===== config.mk =====
export PLATFORM = sky130hd
export DESIGN_NAME = fp64_fma_arbiter_flat
export DESIGN_NICKNAME = d
export VERILOG_FILES = /design/src/rtl/fp64_fma_arbiter_if.sv /design/src/rtl/fp64_fma_arbiter.sv /design/src/flat_wrapper.sv
export SDC_FILE = /design/constraint.sdc
export NUM_CORES = 1
export LEC_CHECK = 0
export ABC_AREA = 1
export CAP_MARGIN = 20
export CORE_AREA = 2 2 437 439
export CTS_CLUSTER_DIAMETER = 150
export CTS_CLUSTER_SIZE = 30
export DETAILED_ROUTE_END_ITERATION = 16
export DIE_AREA = 0 0 439 441
export HOLD_SLACK_MARGIN = 0.1
export SYNTH_ARGS = -nofsm -noshare
export SYNTH_HDL_FRONTEND = slang
export SYNTH_SLANG_ARGS = --single-unit
export TNS_END_PERCENT = 10

===== constraint.sdc =====
create_clock -name clk -period 5 [get_ports clk]
set_input_delay 1.25 -clock clk [delete_from_list [all_inputs] [get_ports clk]]
set_output_delay 1.25 -clock clk [all_outputs]
set_load 0.005 [all_outputs]

===== src/rtl/fp64_fma_arbiter_if.sv =====
// Requester-side bus of fp64_fma_arbiter: request handshake with operands,
// plus the shared response channel returned to the owning requester.
interface fp64_fma_arbiter_if #(
    parameter int NUM_REQ = 4,
    parameter int TAG_W   = 4
);
    logic [NUM_REQ-1:0]       req_valid;
    logic [NUM_REQ-1:0]       req_ready;
    logic [NUM_REQ*64-1:0]    req_a;
    logic [NUM_REQ*64-1:0]    req_b;
    logic [NUM_REQ*64-1:0]    req_c;
    logic [NUM_REQ-1:0]       req_sub;
    logic [NUM_REQ*TAG_W-1:0] req_tag;
    logic [NUM_REQ-1:0]       rsp_valid;
    logic [63:0]              rsp_data;
    logic [TAG_W-1:0]         rsp_tag;

    modport master (
        output req_valid, req_a, req_b, req_c, req_sub, req_tag,
        input  req_ready, rsp_valid, rsp_data, rsp_tag
    );

    modport slave (
        input  req_valid, req_a, req_b, req_c, req_sub, req_tag,
        output req_ready, rsp_valid, rsp_data, rsp_tag
    );
endinterface


===== src/rtl/fp64_fma_arbiter.sv =====
// Round-robin front end for a shared fixed-latency fp64 FMA core: grants one
// requester per cycle, tracks in-flight ops and routes results back to owners.
module fp64_fma_arbiter #(
    parameter int NUM_REQ = 4,
    parameter int LATENCY = 4,
    parameter int TAG_W   = 4,
    parameter int CNT_W   = $clog2(LATENCY + 2)
) (
    input  logic                clk,
    input  logic                rst,
    fp64_fma_arbiter_if.slave   bus,
    input  logic                hold,
    output logic [63:0]         fma_a,
    output logic [63:0]         fma_b,
    output logic [63:0]         fma_c,
    input  logic [63:0]         fma_result,
    output logic                busy,
    output logic [CNT_W-1:0]    inflight
);
    localparam int IDX_W = $clog2(NUM_REQ);

    logic [IDX_W-1:0]   ptr;
    logic [IDX_W-1:0]   grant_idx;
    logic               grant_found;
    logic               accept;
    logic               retire;
    logic [NUM_REQ-1:0] grant_oh;
    logic [TAG_W-1:0]   acc_tag;
    logic [CNT_W-1:0]   inflight_next;

    logic [LATENCY-1:0] pipe_valid;
    logic [IDX_W-1:0]   pipe_idx [LATENCY];
    logic [TAG_W-1:0]   pipe_tag [LATENCY];

    // Search starts just after the last winner and wraps over all requesters.
    always_comb begin : arbitrate
        logic [IDX_W-1:0] cand;
        // NOTE: every always_comb output gets a default first, so no path can infer a latch.
        grant_found = 1'b0;
        grant_idx   = '0;
        cand        = '0;
        for (int k = 1; k <= NUM_REQ; k++) begin
            cand = IDX_W'((int'(ptr) + k) % NUM_REQ);
            if (!grant_found && bus.req_valid[cand]) begin
                grant_found = 1'b1;
                grant_idx   = cand;
            end
        end
    end

    assign accept        = grant_found && !hold && !rst;
    assign grant_oh      = accept ? (NUM_REQ'(1) << grant_idx) : '0;
    assign bus.req_ready = grant_oh;
    assign retire        = pipe_valid[LATENCY-1];

    // Subtract is folded into the addend by flipping its sign bit, NaN and zero included.
    always_comb begin : operand_mux
        fma_a   = '0;
        fma_b   = '0;
        fma_c   = '0;
        acc_tag = '0;
        for (int i = 0; i < NUM_REQ; i++) begin
            if (grant_oh[i]) begin
                fma_a   = bus.req_a[64*i +: 64];
                fma_b   = bus.req_b[64*i +: 64];
                fma_c   = {bus.req_c[64*i+63] ^ bus.req_sub[i], bus.req_c[64*i +: 63]};
                acc_tag = bus.req_tag[TAG_W*i +: TAG_W];
            end
        end
    end

    // NOTE: sequential state uses non-blocking assignments so every flop samples pre-edge values.
    always_ff @(posedge clk or posedge rst) begin
        if (rst) begin
            ptr <= IDX_W'(NUM_REQ - 1);
        end else if (accept) begin
            ptr <= grant_idx;
        end
    end

    always_ff @(posedge clk or posedge rst) begin
        if (rst) begin
            pipe_valid <= '0;
        end else begin
            pipe_valid[0] <= accept;
            for (int i = 1; i < LATENCY; i++) begin
                pipe_valid[i] <= pipe_valid[i-1];
            end
        end
    end

    // NOTE: the payload shift register has no reset; it is only read when its valid bit is set.
    always_ff @(posedge clk) begin
        pipe_idx[0] <= grant_idx;
        pipe_tag[0] <= acc_tag;
        for (int i = 1; i < LATENCY; i++) begin
            pipe_idx[i] <= pipe_idx[i-1];
            pipe_tag[i] <= pipe_tag[i-1];
        end
    end

    always_ff @(posedge clk or posedge rst) begin
        if (rst) begin
            bus.rsp_valid <= '0;
            bus.rsp_data  <= '0;
            bus.rsp_tag   <= '0;
        end else if (retire) begin
            bus.rsp_valid <= NUM_REQ'(1) << pipe_idx[LATENCY-1];
            bus.rsp_data  <= fma_result;
            bus.rsp_tag   <= pipe_tag[LATENCY-1];
        end else begin
            bus.rsp_valid <= '0;
        end
    end

    always_comb begin
        inflight_next = inflight;
        if (accept && !retire) begin
            inflight_next = inflight + CNT_W'(1);
        end else if (!accept && retire) begin
            inflight_next = inflight - CNT_W'(1);
        end
    end

    always_ff @(posedge clk or posedge rst) begin
        if (rst) begin
            inflight <= '0;
            busy     <= 1'b0;
        end else begin
            inflight <= inflight_next;
            busy     <= (inflight_next != '0);
        end
    end
endmodule

===== src/flat_wrapper.sv =====
// flat-port wrapper written by rule: the top's interface ports become plain ports
module fp64_fma_arbiter_flat 
#(
    parameter int NUM_REQ = 4,
    parameter int LATENCY = 4,
    parameter int TAG_W   = 4,
    parameter int CNT_W   = $clog2(LATENCY + 2)
)
  (clk, rst, hold, fma_a, fma_b, fma_c, fma_result, busy, inflight, bus_req_valid, bus_req_a, bus_req_b, bus_req_c, bus_req_sub, bus_req_tag, bus_req_ready, bus_rsp_valid, bus_rsp_data, bus_rsp_tag);
  fp64_fma_arbiter_if #(.NUM_REQ(NUM_REQ), .TAG_W(TAG_W)) bus_i ();
  input  logic clk;
  input  logic rst;
  input  logic hold;
  output logic [63:0] fma_a;
  output logic [63:0] fma_b;
  output logic [63:0] fma_c;
  input  logic [63:0] fma_result;
  output logic busy;
  output logic [CNT_W-1:0] inflight;
  input wire logic [$bits(bus_i.req_valid)-1:0] bus_req_valid;
  input wire logic [$bits(bus_i.req_a)-1:0] bus_req_a;
  input wire logic [$bits(bus_i.req_b)-1:0] bus_req_b;
  input wire logic [$bits(bus_i.req_c)-1:0] bus_req_c;
  input wire logic [$bits(bus_i.req_sub)-1:0] bus_req_sub;
  input wire logic [$bits(bus_i.req_tag)-1:0] bus_req_tag;
  output wire logic [$bits(bus_i.req_ready)-1:0] bus_req_ready;
  output wire logic [$bits(bus_i.rsp_valid)-1:0] bus_rsp_valid;
  output wire logic [$bits(bus_i.rsp_data)-1:0] bus_rsp_data;
  output wire logic [$bits(bus_i.rsp_tag)-1:0] bus_rsp_tag;
  assign bus_i.req_valid = bus_req_valid;
  assign bus_i.req_a = bus_req_a;
  assign bus_i.req_b = bus_req_b;
  assign bus_i.req_c = bus_req_c;
  assign bus_i.req_sub = bus_req_sub;
  assign bus_i.req_tag = bus_req_tag;
  assign bus_req_ready = bus_i.req_ready;
  assign bus_rsp_valid = bus_i.rsp_valid;
  assign bus_rsp_data = bus_i.rsp_data;
  assign bus_rsp_tag = bus_i.rsp_tag;
  fp64_fma_arbiter #(.NUM_REQ(NUM_REQ), .LATENCY(LATENCY), .TAG_W(TAG_W), .CNT_W(CNT_W)) u_core (.clk(clk), .rst(rst), .bus(bus_i), .hold(hold), .fma_a(fma_a), .fma_b(fma_b), .fma_c(fma_c), .fma_result(fma_result), .busy(busy), .inflight(inflight));
endmodule

Yosys cells after proc, flatten, opt, wreduce, memory -nomap -nowiden
Memories as Yosys holds them, arrays and structs flattened. A register that Yosys moved wholly into a read port is not among the register bits.
Cells that the tools add are included.
Widths: inputs -> output; s select.
{"block": "word_totals", "register_bits": 78, "mem_bits_rw": 24, "input_bits": 859, "output_inout_bits": 272, "word_cells": 75, "memories": 2}
{"memory": "u_core.pipe_tag", "depth": 4, "word_bits": 4, "rd": 4, "rd_clocked_by_memory_dff": 1, "wr": 4, "line": "fp64_fma_arbiter.sv:33", "text": "logic [TAG_W-1:0] pipe_tag [LATENCY];"}
{"memory": "u_core.pipe_idx", "depth": 4, "word_bits": 2, "rd": 4, "rd_clocked_by_memory_dff": 0, "wr": 4, "line": "fp64_fma_arbiter.sv:32", "text": "logic [IDX_W-1:0] pipe_idx [LATENCY];"}
{"block": "op_classes", "n_addsub": 6, "order_cmp": 4, "n_shift": 2, "mux": 36, "bitwise_logic": 4, "reduce_logical": 15}
{"cell": "$mux 64", "n": 12}
{"cell": "$mux 4", "n": 6}
{"cell": "$lt 2x3->1 const B", "n": 4}
{"cell": "$bmux 1 s2", "n": 4}
{"cell": "$mux 1", "n": 8}
{"cell": "$mux 2", "n": 4}
{"cell": "$shl 1x2->4 const A", "n": 2}
{"cell": "$logic_and 1x1->1", "n": 7}
{"cell": "$logic_not 1->1", "n": 7}
{"cell": "$mux 3", "n": 2}
{"cell": "$add 2x1->2 const B", "n": 2}
{"cell": "$add 2x2->2 const B", "n": 2}
{"cell": "$xor 1x1->1", "n": 4}
{"cell": "$add 3x1->3 const B", "n": 1}
{"cell": "$reduce_bool 3->1", "n": 1}
{"cell": "$sub 3x1->3 const B", "n": 1}

Logic depth before layout (Yosys ltp)
{"block": "logic_depth", "depth_word": 20, "mapped_depth": 16, "depth_no_buf": 15}

Least setup slack after synthesis
No wires, ideal clock.
{"block": "synth_timing", "path_type": "input port to output port", "start": "in bus_req_valid[3]", "end": "out fma_b[11]", "arrival_ns": 2.593, "required_time_ns": 3.750, "slack_ns": 1.157, "stages": 13, "path_buffers": 2, "cell_sequence": "nand2_1 -> nand2_1 -> o21ai_1 -> inv_1 -> nand3_1 -> nand2_1 -> nand2_2 -> nand2_2 -> nor2_4 -> buf_6 -> buf_2 -> nand2_1 -> nand4_1"}
{"block": "synth_via", "elab_chain_cells": 19, "elab_cells_between_ends": 30, "cone_classes": "1 x shift; 21 x mux; 8 x reduce/logical"}
{"element": "start: declaration", "line": "flat_wrapper.sv:20", "text": "input wire logic [$bits(bus_i.req_valid)-1:0] bus_req_valid;"}
{"element": "$bmux 1 s2", "line": "fp64_fma_arbiter.sv:44", "text": "if (!grant_found && bus.req_valid[cand]) begin"}
{"element": "$mux 1 (not written as such)", "line": "fp64_fma_arbiter.sv:44"}
{"element": "$mux 1", "line": "fp64_fma_arbiter.sv:44"}
{"element": "$logic_not 1->1", "line": "fp64_fma_arbiter.sv:44"}
{"element": "$logic_and 1x1->1", "line": "fp64_fma_arbiter.sv:44"}
{"element": "$mux 1", "line": "fp64_fma_arbiter.sv:44"}
{"element": "$logic_not 1->1", "line": "fp64_fma_arbiter.sv:44"}
{"element": "$logic_and 1x1->1", "line": "fp64_fma_arbiter.sv:44"}
{"element": "$mux 1", "line": "fp64_fma_arbiter.sv:44"}
{"element": "$logic_not 1->1", "line": "fp64_fma_arbiter.sv:44"}
{"element": "$logic_and 1x1->1", "line": "fp64_fma_arbiter.sv:44"}
{"element": "$mux 1", "line": "fp64_fma_arbiter.sv:44"}
{"element": "$logic_and 1x1->1 (2 in series)", "line": "fp64_fma_arbiter.sv:51", "text": "assign accept = grant_found && !hold && !rst;"}
{"element": "$mux 4 (*)", "line": "fp64_fma_arbiter.sv:52", "text": "assign grant_oh = accept ? (NUM_REQ'(1) << grant_idx) : '0;"}
{"element": "$mux 64 (3 in series)", "line": "fp64_fma_arbiter.sv:63", "text": "if (grant_oh[i]) begin"}
{"element": "$mux 64 (*)", "line": "fp64_fma_arbiter.sv:63"}
{"element": "end: declaration", "line": "flat_wrapper.sv:15", "text": "output logic [63:0] fma_b;"}
Mark *: on every way between the ends. The rest lies on a longest branch, timed or not. The select of a mux whose other input is x is not followed.

Worst setup path in the final report
{"block": "layout_timing", "start": "in hold", "end": "out fma_b[13]"}
{"block": "layout_via", "elab_chain_cells": 8}
{"element": "start: declaration", "line": "flat_wrapper.sv:13", "text": "input logic hold;"}
{"element": "$logic_not 1->1 (*)", "line": "fp64_fma_arbiter.sv:51"}
{"element": "$logic_and 1x1->1 (*) (2 in series)", "line": "fp64_fma_arbiter.sv:51"}
{"element": "named net u_core.accept", "line": "fp64_fma_arbiter.sv:25", "text": "logic accept;"}
{"element": "$mux 4 (*)", "line": "fp64_fma_arbiter.sv:52"}
{"element": "$mux 64 (3 in series)", "line": "fp64_fma_arbiter.sv:63"}
{"element": "$mux 64 (*)", "line": "fp64_fma_arbiter.sv:63"}
The timed path passes the listed nets; every way through them passes the cells marked *.

==> flow_summary_export.csv <==
group,metric,value,unit
power,power_leakage,10.29,nW
job,drv_cap,0,
floorplanning,ioPinCount,1131,
timing,fin_skew,12.81,ps
finish,fillers,21610,
logic_synthesis,syn_avg_cell_area,6.126,sq um
logic_synthesis,synth_area,9569,sq um
floorplanning,rows,160,
grt,grt_first_pass_wirelength,179.9,mm
finish,multi_input_area,6281,sq um
timing,setup_violations,0,
clock_network,cts_sinks,106,
worst_setup_path,cp-end-kind,"output port",
power,powerDensity,635.6,nW/um^2
floorplanning,die-height,441,microns
drt,dr.pass1.iters,9,
worst_setup_path,path_class,"input port to output port",
timing,grt_setup_unrepaired,"true",
power,vdd_drop_max,0.3784,mV
floorplanning,initial_utilization,5.058,%
placement,place_hpwl,134.1,mm
drt,routed_wl,154.3,mm
clock_network,cts_tree,"yes",
finish,fin_util,14.39,%
clock_network,clockBufferDepth,2,
drt,drtAntennaViolNets,0,
timing,tightest_slew,852.5,ps
worst_setup_path,start_kind,"input port",
worst_setup_path,cp.arrival,3700,ps
logic_synthesis,yosysTopAreaCell,"nand3_1",
logic_synthesis,synth_cells,1562,
clock_network,cts-hold-fix-buffers,0,
grt,grt_overflow,0,
worst_setup_path,r2r_start,"u_core.ptr[0]$_DFFE_PP1N_",
timing,max_freq,0.2019,GHz
power,total_power,17.30,mW
drt,drt-wirelength-per-cell,29.29,microns
logic_synthesis,seq_area_frac_synth,26.49,%
logic_synthesis,synth_area_leaders,"nand3_1 31%, dfrtp_1 21%, nand2_1 17%",
worst_setup_path,cp-startpoint,"hold",
timing,finalMaxSlewViolations,0,
grt,grt_antenna_before_repair,103,
finish,ff_latch_area,2536,sq um
worst_setup_path,path_max_fanout,8,
logic_synthesis,synth_cell_types,27,
drt,vias_per_cell,3.384,
floorplanning,dieArea,193600,sq um
drt,drc,0,
grt,first_global_vias,16330,
timing,relSlewSlack,43.17,%
drt,via_count,17820,
placement,gp_congestion,0.9893,
drt,drtIter0Drc,1927,
clock_network,clk_pin_slew,80,ps
clock_network,cts-htree-levels,3,
finish,layout-drive-gt1-share,12.72,%
finish,layout.nets,3569,
floorplanning,coreArea,189200,sq um
clock_network,root_buffer,"clkbuf_16",
logic_synthesis,yosys_warnings,0,
clock_network,clk_latency,380,ps
timing,setup_tns,0,ps
timing,finalCritPeriodShare,99.06,%
logic_synthesis,synth.top_cell.area_share,31.33,%
timing,hold_viol,0,
logic_synthesis,ys_ff_latch,106,
floorplanning,die_w,439,microns
logic_synthesis,synth_nets,2423,
clock_network,cts_made_buffers,9,
hold_path,min_path_type,"flop to flop",
status,status,"completed",
grt,grtUsageTotal,14.41,%
hold_path,holdCritStartpoint,"u_core.pipe_tag[0][3]$_DFF_P_",
placement,port_buffers,1130,
grt,grt_max_degree,73,
timing,timing.final.crit_period,4953,ps
finish,area_growth,184.4,%
worst_setup_path,critical_path_required,3750,ps
[layer usage]
metal  routed length [microns]  global-route usage (%)  up-vias
met4                      4832                   3.830       60
met5                       410                   1.042        -
met1                     49210                   14.20     8476
li1                          -                       -     7901
met3                     19090                   6.868      244
met2                     80710                   26.63     1140
[stage by stage]
step                hold slack (ps)  std cells  setup slack (ps)  cell area [sq um]
floorplan                     309.6       1562              1157               9569
global placement              312.7       5161            -294.1              25640
detailed placement            313.5       5161            -272.4              25640
CTS                           333.1       5188            -167.6              26290
global route                  341.3       5250            -50.48              27180
finish                        333.2       5266             46.91              27220
[power breakdown]
part | switching, mW | internal, mW
clock | 0.378 | 0.363
combinational | 8.41 | 6.76
sequential | 0.186 | 1.20
[logic make-up (layout without fill, tap and decap cells)]
logic type                 after synthesis  in the layout  synth area share (%)
other                                    0             42                     0
buffers and inverters                  183           1334                 9.362
AOI/OAI and AO/OA                        6              6                0.3529
and+or+nand+nor                       1261           1261                 63.17
xor gates and xnor gates                 4              4                0.3661
adders and majority gates                2              2                0.2615
DFF                                    106            106                 26.49
[flip-flops by register name, summed over array words and instances, names as in the netlist]
name                  count
u_core.bus.rsp_data      64
u_core.pipe_tag          16
u_core.pipe_idx           8
u_core.bus.rsp_tag        4
u_core.bus.rsp_valid      4
u_core.pipe_valid         4
u_core.inflight           3
u_core.ptr                2
u_core.busy               1
[synthesized netlist by cell type, drive strengths merged]
cell    number
clkbuf      39
a21oi        2
dfstp        2
nand3      601
ha           2
xor2         4
nand2      447
inv         18
nor3         4
o21ai        4
nor2        10
nand3b       1
nand4      198
buf        126
dfxtp       24
dfrtp       80
[critical path, cell delays in order]
cell and delay, ps:
clkdlybuf4s50_1 460, nor2_4 160, buf_6 150, nand2_8 70, inv_2 60, nand2_2 70
nor2_4 280, buf_12 160, clkbuf_16 180, buf_8 140, nand2_1 80, nand4_1 90
clkdlybuf4s50_1 510
[what timing repair did]
item	CTS	global route
setup endpoints to repair	182	175
pin swaps	18	17
buffers inserted	7	21
cloned	4	15
resized for setup	58	69
[placed cells by master, fill, tap and decap left out, drive strengths merged, types with 10 or more instances in the layout]
cell type      count
clkdlybuf4s50    968
nand3            601
nand2            447
buf              268
nand4            198
dfrtp             80
diode             42
dlymetal6s2s      25
dfxtp             24
clkbuf            24
inv               23
dlygate4sd2       22
nor2              10
[area by class of cell]
class | count | area share, %
clock buffers | 9 | 0.8274
well taps | 2511 | 11.54
inverters | 18 | 0.3218
clock inverters | 7 | 0.3080
diodes | 42 | 0.3861
repair buffers | 1300 | 54.22
multi-input cells | 1273 | 23.08
flip-flops and latches | 106 | 9.318
[worst paths after layout]
kind | cells past startpoint | slack [ps] | end
worst max-delay path | 13 | 50 | fma_b[13]
worst min-delay path | 0 | 330 | u_core.pipe_tag[1][3]$_DFF_P_
worst max register to register | 14 | 2340 | u_core.pipe_tag[0][0]$_DFF_P_
worst min register to register | 0 | 330 | u_core.pipe_tag[1][3]$_DFF_P_
max in group asynchronous | 3 | 3150 | u_core.bus.rsp_data[50]$_DFFE_PP0P_
min in group asynchronous | 2 | 1090 | u_core.bus.rsp_data[6]$_DFFE_PP0P_
(Power assumes the default switching activity.)
